**src/rtl/tune_sequencer.sv**
```systemverilog
// Multi-tune piezo sequencer: note ROM, rests, repeat, abort and busy/done handshake.
// Drives a complementary piezo pair; both legs low while idle or resting.
module tune_sequencer #(
    parameter int FAST_SIM = 1,
    parameter int DUR_LOG2 = 22,
    parameter int PER_W    = 15,
    parameter int DUR_W    = 26
) (
    input  logic       clk,
    input  logic       rst_n,
    input  logic       go,
    input  logic [1:0] tune_sel,
    input  logic       repeat_en,
    input  logic       abort,
    output logic       busy,
    output logic       done,
    output logic       piezo,
    output logic       piezo_n
);

    localparam int UNIT_LOG2 = (FAST_SIM != 0) ? DUR_LOG2 - 4 : DUR_LOG2;
    localparam int ROM_W     = PER_W + 4;

    typedef enum logic {IDLE, PLAY} state_t;

    state_t             state, state_nxt;
    logic [1:0]         sel, sel_nxt;
    logic [3:0]         addr, addr_nxt;
    logic [DUR_W-1:0]   dcnt, dcnt_nxt;
    logic [PER_W-1:0]   pcnt, pcnt_nxt;
    logic               done_q, done_nxt;

    logic [ROM_W-1:0]   word;
    logic               last;
    logic [PER_W-1:0]   period;
    logic [2:0]         code;
    logic [DUR_W-1:0]   note_len;
    logic               note_end;
    logic               sounding;
    logic               high;

    // Entry layout {last, period, dur_code}; tunes packed back to back
    function automatic logic [ROM_W-1:0] rom(input logic [3:0] a);
        case (a)
            4'd0:    rom = {1'b0, PER_W'(15'h5326), 3'd1};
            4'd1:    rom = {1'b0, PER_W'(15'h4A11), 3'd1};
            4'd2:    rom = {1'b0, PER_W'(15'h45E7), 3'd1};
            4'd3:    rom = {1'b0, PER_W'(15'h4A11), 3'd2};
            4'd4:    rom = {1'b0, PER_W'(15'h45E7), 3'd0};
            4'd5:    rom = {1'b0, PER_W'(15'h5326), 3'd2};
            4'd6:    rom = {1'b0, PER_W'(15'h6EF9), 3'd0};
            4'd7:    rom = {1'b1, PER_W'(15'h5326), 3'd1};
            4'd8:    rom = {1'b0, PER_W'(15'h6EF9), 3'd0};
            4'd9:    rom = {1'b0, PER_W'(15'h0000), 3'd0};
            4'd10:   rom = {1'b1, PER_W'(15'h6EF9), 3'd0};
            4'd11:   rom = {1'b1, PER_W'(15'h5326), 3'd3};
            default: rom = '0;
        endcase
    endfunction

    function automatic logic [3:0] base(input logic [1:0] s);
        case (s)
            2'd1:    base = 4'd8;
            2'd2:    base = 4'd11;
            default: base = 4'd0;
        endcase
    endfunction

    assign word     = rom(addr);
    assign last     = word[ROM_W-1];
    assign period   = word[3 +: PER_W];
    assign code     = word[2:0];
    assign note_len = (DUR_W'(code) + DUR_W'(1)) << UNIT_LOG2;
    assign note_end = (dcnt == note_len - DUR_W'(1));

    always_comb begin
        state_nxt = state;
        sel_nxt   = sel;
        addr_nxt  = addr;
        dcnt_nxt  = dcnt;
        pcnt_nxt  = pcnt;
        done_nxt  = 1'b0;
        if (abort) begin
            state_nxt = IDLE;
            dcnt_nxt  = '0;
            pcnt_nxt  = '0;
        end else begin
            unique case (state)
                IDLE: begin
                    if (go) begin
                        if (tune_sel == 2'd3) begin
                            done_nxt = 1'b1;
                        end else begin
                            state_nxt = PLAY;
                            sel_nxt   = tune_sel;
                            addr_nxt  = base(tune_sel);
                            dcnt_nxt  = '0;
                            pcnt_nxt  = '0;
                        end
                    end
                end
                PLAY: begin
                    if (note_end) begin
                        dcnt_nxt = '0;
                        pcnt_nxt = '0;
                        if (!last) begin
                            addr_nxt = addr + 4'd1;
                        end else if (repeat_en) begin
                            addr_nxt = base(sel);
                        end else begin
                            state_nxt = IDLE;
                            done_nxt  = 1'b1;
                        end
                    end else begin
                        dcnt_nxt = dcnt + DUR_W'(1);
                        if (period == '0 || pcnt == period - PER_W'(1))
                            pcnt_nxt = '0;
                        else
                            pcnt_nxt = pcnt + PER_W'(1);
                    end
                end
                default: state_nxt = IDLE;
            endcase
        end
    end

    always_ff @(posedge clk or negedge rst_n) begin
        if (!rst_n) begin
            state  <= IDLE;
            sel    <= '0;
            addr   <= '0;
            dcnt   <= '0;
            pcnt   <= '0;
            done_q <= 1'b0;
        end else begin
            state  <= state_nxt;
            sel    <= sel_nxt;
            addr   <= addr_nxt;
            dcnt   <= dcnt_nxt;
            pcnt   <= pcnt_nxt;
            done_q <= done_nxt;
        end
    end

    // Rests and idle leave the buzzer undriven rather than inverted
    assign sounding = (state == PLAY) && (period != '0);
    assign high     = pcnt < (period >> 1);
    assign busy     = (state == PLAY);
    assign done     = done_q;
    assign piezo    = sounding && high;
    assign piezo_n  = sounding && !high;

endmodule

```
**config.mk**
```make
export PLATFORM = sky130hd
export DESIGN_NAME = tune_sequencer
export DESIGN_NICKNAME = d
export VERILOG_FILES = /design/src/rtl/tune_sequencer.sv
export SDC_FILE = /design/constraint.sdc
export NUM_CORES = 1
export LEC_CHECK = 0
export BUFFER_PORTS_ARGS = -buffer_cell sky130_fd_sc_hd__buf_2
export CAP_MARGIN = 20
export CELL_PAD_IN_SITES_DETAIL_PLACEMENT = 0
export CELL_PAD_IN_SITES_GLOBAL_PLACEMENT = 1
export CORE_MARGIN = 1
export CORE_UTILIZATION = 35
export DETAILED_ROUTE_END_ITERATION = 8
export PLACE_DENSITY = 0.71
export SYNTH_ARGS = -nofsm -noshare
export SYNTH_HDL_FRONTEND = slang
export SYNTH_SLANG_ARGS = --single-unit
```
**constraint.sdc**
```tcl
create_clock -name clk -period 3.2 [get_ports clk]
set_input_delay 0.16 -clock clk [delete_from_list [all_inputs] [get_ports clk]]
set_output_delay 0.16 -clock clk [all_outputs]
set_load 0.05 [all_outputs]
```
==> metrics.cfg, run 1 <==
[synthesis]
synth_cells=470
synth_area_um2=3920
synth-seq-cells=49
ys_types=63
seq_area_frac_synth=0.313
synth_ff_type=dfrtp_1
yosys.area_share.simple=0.266
synth_fp_nets=501
synth_top_family_by_area=simple AND/OR/NAND/NOR gates
synth_compound_gate_area_share=0.189
synth-xor-area-share=0.0694
synth.avg_cell_area_um2=8.33
synth_warnings=0
synthMuxAreaShare=0.0355
yosys.area_share.adder=0.0767
ys_async_sr_fraction=1.00
synth_edf_count=0

[worst_setup_path]
reg2reg_to=pcnt[13]
cp_data_arrival_time_ns=3.12
end_kind=output pin
r2r-start=addr[0]
startpoint=addr[0]
r2r_cells=12
crit_path_max_fanout=4
crit_type=reg -> out
start_kind=flop
worstPathRequired_ns=3.04
rrSetupSlack_ns=0.09

[final_layout]
post-route-util=0.425
nets=529
diodes=0
syn2layout_area_growth_pct=18.3
design_area_um2=4630
final_layout_size_suffix_gt1_frac=0.208

[timing]
finalSetupViolCount=2
clock.fmax_mhz=305
rsz0062_at_grt=true
period_share=1.02
period_needed_ns=3.28
hold_viol=0
hold_ws_ns=0.0958
tightest_slew_ns=0.522
setup_ws_ns=-0.0768
skew_ns=0.00779
drv_slew=0
relSlewSlack=0.642

[clock_network]
clk_latency_ns=0.32
clock-sinks=49
cts_buffer_depth=2
cts_tree=built
cts_buffers=5
cts.clk_slew.worst_paths_ns=0.10
cts-root-buf=clkbuf_8
cts.htree.levels=2

[pwr]
clkPwrFrac=0.212
ir_drop_uv=261
p_comb_frac=0.481
pwr-share-seq=0.307
power.switching_uw=865
cell_internal_pwr_mw=1.35
p_leak_nw=1.87
switching_share=0.391
pwr_density_cell_nw_per_um2=478
total_power_mw=2.21

[floorplanning]
die-area_um2=11600
die_width_um=108
core_area_um2=10900
die_h_um=108
rows=38
pin_count=11
start_util=0.360

[detailed_routing]
post_drt_wl_per_cell_um=15.6
vias=3515
wl_mm=10.0
drt-pass1-iter-count=4
drtAntennaViolNets=0
drc=0
via_per_inst=5.50
drtIter0Drc=210

[global_route]
grt_pass1_vias=3401
antenna_found_initial=0
grt_pass1_wl_mm=16.9
grt_max_degree=44
overflow=0
grt_use_total=0.184

[hold_path]
hold_end=sel[0]
hold_path_startpoint=tune_sel[0]
min_delay_path_depth=3
hp-class=in -> reg

[status]
violations=negative setup slack
outcome=finished with violations

[place]
hpwl_mm=7.14
place_congestion=0.873
pre_cts_ws_ns=-0.00238
postPlaceCellArea_um2=4210
port_buffers=10

[flow_run]
cap_viol_max_count=0

==> state kept, by name (all words and copies together) (netlist names) <==
| name | count |
|---|---|
| dcnt | 26 |
| done | 1 |
| busy | 1 |
| sel | 2 |
| pcnt | 15 |
| addr | 4 |
==> layer usage <==
layer	up-vias	global-route usage	part of all wire
li1	1744	-	-
met4	0	0.0577	0.015
met2	71	0.304	0.47
met3	13	0.0260	0.031
met5	-	0	0
met1	1687	0.246	0.49
==> synthesized netlist by cell type, drive strengths merged, types with 9 or more instances <==
| cell | instances | area share |
|---|---|---|
| nor2 | 44 | 0.042 |
| buf | 13 | 0.024 |
| xor2 | 13 | 0.029 |
| ha | 24 | 0.077 |
| nand2 | 54 | 0.052 |
| inv | 17 | 0.016 |
| a21oi | 16 | 0.020 |
| nand2b | 10 | 0.016 |
| nor2b | 11 | 0.018 |
| nor3 | 15 | 0.020 |
| nand3 | 17 | 0.022 |
| xnor2 | 18 | 0.040 |
| o21ai | 36 | 0.047 |
| or3 | 9 | 0.016 |
| dfrtp | 49 | 0.31 |
| nand4 | 9 | 0.014 |
| o31ai | 9 | 0.017 |
| mux2i | 9 | 0.024 |
| clkbuf | 11 | 0.011 |
==> cell type report <==
cell class,count,area (um2)
multi-input combinational,380,2680
sequential,49,1230
inverter,17,66.3
timing repair buffer,45,373
tap,140,175
clock buffer,5,68.8
clock inverter,3,43.8
fill,1079,6260
==> kinds of logic (layout without fill, tap and decap cells) <==
family,count (synthesis),count (layout)
and+or+nand+nor,204,204
muxes,13,13
buffers and inverters,41,70
DFF,49,49
xor gates and xnor gates,31,31
AOI/OAI and AO/OA,108,108
adders and majority gates,24,24
==> worst max path at each step <==
stage	end	slack (ns)
2_1_floorplan	piezo_n	-0.04
3_3_place_gp	pcnt[5]	0.07
3_5_place_dp	piezo	-0.002
4_1_cts	piezo	0.01
5_1_grt	piezo	-0.20
6_report	piezo_n	-0.08
==> per-stage QoR <==
step	cells	setup TNS, ns
2_1_floorplan	470	-0.0413
3_3_place_gp	621	0
3_5_place_dp	621	-0.00238
4_1_cts	634	0
5_1_grt	639	-0.466
6_report	639	-0.136
==> cell usage in the layout (no fill, tap or decap), drive strengths merged, types with 9 or more instances in the layout <==
| cell type | Yosys | layout |
|---|---|---|
| a21oi | 16 | 16 |
| buf | 13 | 44 |
| dfrtp | 49 | 49 |
| ha | 24 | 24 |
| inv | 17 | 18 |
| mux2i | 9 | 9 |
| nand2 | 54 | 54 |
| nand2b | 10 | 10 |
| nand3 | 17 | 17 |
| nand4 | 9 | 9 |
| nor2 | 44 | 44 |
| nor2b | 11 | 11 |
| nor3 | 15 | 15 |
| o21ai | 36 | 36 |
| o31ai | 9 | 9 |
| or3 | 9 | 9 |
| xnor2 | 18 | 18 |
| xor2 | 13 | 13 |
==> critical path: stages, from the launching register on <==
cell       delay, ns
dfrtp_1         0.44
buf_6           0.14
ha_2            0.20
nand2_1         0.08
a31oi_2         0.24
ha_1            0.28
a41o_1          0.26
a21oi_2         0.13
o22ai_2         0.10
a2111oi_4       0.45
o41ai_4         0.17
nor2b_4         0.16
buf_6           0.15
==> power by group through the flow <==
stage          combinational, mW  clock (mW)  sequential [mW]
2_1_floorplan              0.624           0            0.678
3_3_place_gp               0.861           0            0.684
3_5_place_dp               0.862           0            0.685
4_1_cts                    0.941       0.484            0.675
5_1_grt                     1.17       0.509            0.685
6_report                    1.06       0.469            0.680
==> repair_timing <==
action,4_1_cts,5_1_grt
endpoints found under the setup margin,2,17
hold buffers,0,1
pin swaps,2,9
hold endpoints to repair,0,24
buffers inserted,5,3
gates resized for setup,21,22
gates cloned,0,0
No activity file was read; power rests on OpenSTA's default activity.
==> run 2, diff against run 1 <==
--- a/config.mk
+++ b/config.mk
@@ -12,7 +12,7 @@
 export CORE_MARGIN = 1
 export CORE_UTILIZATION = 35
 export DETAILED_ROUTE_END_ITERATION = 8
-export PLACE_DENSITY = 0.71
+export PLACE_DENSITY = 0.69
 export SYNTH_ARGS = -nofsm -noshare
 export SYNTH_HDL_FRONTEND = slang
 export SYNTH_SLANG_ARGS = --single-unit
==> constraint.sdc (replaced) <==
create_clock -name clk -period 3.3 [get_ports clk]
set_input_delay 0.165 -clock clk [delete_from_list [all_inputs] [get_ports clk]]
set_output_delay 0.165 -clock clk [all_outputs]
set_load 0.05 [all_outputs]
==> metrics.cfg, run 2 (same netlist as run 1, synthesis figures left out) <==
[worst_setup_path]
critical-path-max-stage-delay_ns=0.45  ; about the same
start_kind=flop
end_kind=output pin
worstPathRequired_ns=3.13  ; +0.09 ns
crit_type=reg -> out
crit_path_max_fanout=6  ; +2
cp_data_arrival_time_ns=3.09  ; -0.03 ns
slowest_stage=dfrtp_1
crit_chain=inv_2 -> ha_1 -> nand2b_1 -> a31oi_4 -> ha_4 -> a41o_1 -> a21oi_2 -> o22ai_2 -> a2111oi_4 -> o41ai_4 -> nor2b_4 -> buf_8

[final_layout]
layout_commonest_cell=nand2_1
post-route-util=0.417  ; -0.00793
final_layout_size_suffix_gt1_frac=0.199  ; -0.00962
largest_register_ffs=26  ; unchanged
regMostFlops=dcnt
n_fill_cell=1105  ; +2.4%
nets=528  ; -0.19%
top_regs=dcnt: 26 flops, pcnt: 15 flops, addr: 4 flops
syn2layout_area_growth_pct=16.1
diodes=0  ; unchanged
mostFrequentLayoutCells=54 x nand2_1, 48 x dfrtp_1, 43 x nor2_1, 32 x buf_4, 31 x o21ai_0

[timing]
setup_ws_ns=0.0431  ; +0.120 ns
skew_ns=0.00548  ; -0.00232 ns
hold_viol=0  ; unchanged
drv_slew=0  ; unchanged
period_needed_ns=3.26
clock.fmax_mhz=307
relSlewSlack=0.443  ; -0.198
period_share=0.987
finalSetupViolCount=0  ; -2
rsz0062_at_grt=true
tightest_slew_ns=0.835  ; +0.313 ns

[detailed_routing]
post_drt_wl_per_cell_um=16.3  ; +4.1%
vias=3525  ; +0.28%
drtAntennaViolNets=0  ; unchanged
via_per_inst=5.53  ; +0.44%
drtIter0Drc=179  ; -15%
drt-pass1-iter-count=4  ; unchanged
drc=0  ; unchanged
wl_mm=10.4  ; +3.9%

[floorplanning]
rows=38  ; unchanged
pin_count=11  ; unchanged
start_util=0.360  ; unchanged
die_h_um=108  ; unchanged
die_width_um=108  ; unchanged
die-area_um2=11600  ; unchanged
core_area_um2=10900  ; unchanged

[pwr]
cell_internal_pwr_mw=1.19  ; -12%
p_leak_nw=1.83  ; -2.2%
p_comb_frac=0.487  ; +0.006
power.switching_uw=819  ; -5.2%
ir_drop_uv=225  ; -14%
pwr-share-seq=0.327  ; +0.020
switching_share=0.407  ; +0.0165
clkPwrFrac=0.186  ; -0.026
pwr_density_cell_nw_per_um2=443  ; -7.4%

[flow_run]
cap_viol_max_count=0  ; unchanged

[clock_network]
cts.clk_slew.worst_paths_ns=0.10  ; about the same
cts_tree=built
cts_buffers=5  ; unchanged
clock-sinks=49  ; unchanged
cts.htree.levels=2  ; unchanged
cts_buffer_depth=2  ; unchanged
clk_latency_ns=0.31  ; about the same
cts-root-buf=clkbuf_8

[place]
place_congestion=0.875  ; +0.16%
port_buffers=10  ; unchanged
pre_cts_ws_ns=0.0706  ; +0.0730 ns
hpwl_mm=7.39  ; +3.5%

[global_route]
grt_pass1_vias=3459  ; +1.7%
grt_pass1_wl_mm=16.9  ; -0.17%
grt_max_degree=34  ; -23%
overflow=0  ; unchanged
grt_use_total=0.187  ; +0.00293
antenna_found_initial=0  ; unchanged

[hold_path]
hp-class=in -> reg

[status]
outcome=complete, no violations

run 2: changes by cell type in the layout (fill, tap and decap cells not counted), moves of 2 or more:
cell	delta
nand2b_4	-2
nand2b_1	+2
o21ai_1	+3
o21ai_0	-2
buf_6	-2
buf_4	+3
ha_2	-2
ha_4	+2
buf_12	-3
clkinv_4	+2
run 2: path summary, 6_finish.rpt:
kind,startpoint,to,slack (ns),depth (start not counted)
max in group asynchronous,rst_n,pcnt[7],2.06,3
worst min-delay path,abort,busy,0.1,2
min in group asynchronous,rst_n,busy,0.48,2
worst min register to register,dcnt[23],dcnt[23],0.52,1
worst max register to register,addr[1],pcnt[8],0.19,13
worst max-delay path,addr[0],piezo_n,0.04,12
run 2: stage by stage:
stage               instances  TNS (ns)  instance area, um2  hold WS [ns]  power [mW]
floorplan                 470         0                3920        -0.131        1.26
global placement          616         0                4160         0.314        1.47
detailed placement        616         0                4160         0.317        1.47
CTS                       632         0                4420        0.0815        1.95
global route              638    -0.179                4540         0.101        2.14
finish                    638         0                4540        0.0981        2.01
run 2: power by group through the flow:
stage	logic [mW]	registers [mW]	clock network (mW)
floorplan	0.605	0.657	0
global placement	0.799	0.667	0
detailed placement	0.805	0.666	0
CTS	0.903	0.655	0.397
global route	1.07	0.661	0.418
finish	0.980	0.657	0.374
run 2: area by class of cell:
type / instances / area [um2] / area share
Tap cell: 140 / 175 / 0.0385
Timing Repair Buffer: 44 / 328 / 0.0721
Inverter: 17 / 67.6 / 0.0149
Sequential cell: 49 / 1230 / 0.270
Clock inverter: 3 / 22.5 / 0.00496
Multi-Input combinational cell: 380 / 2660 / 0.584
Clock buffer: 5 / 68.8 / 0.0151
run 2: timing repair:
action                                 4_1_cts  5_1_grt
resized for setup                           20       19
pin swaps                                    2        6
endpoints found under the hold margin       32        0
hold buffers                                 1        0
setup buffers                                7        5
setup endpoints to repair                    2       14
run 2: layer usage:
metal	up-vias	GRT usage	routed length [um]
li1	1745	-	-
met1	1724	0.232	4980
met2	49	0.338	5040
met3	7	0.0242	264
met4	0	0.0460	98
met5	-	0	0
run 2: worst max-delay path, delay by kind of cell (launching register included):
family | cells | cell delay (ns)
AO/OA/AOI/OAI | 6 | 1.30
adder cells (fa/ha/maj) | 2 | 0.45
AND/OR/NAND/NOR | 2 | 0.33
buffers and inverters | 2 | 0.24
flip-flops | 1 | 0.45
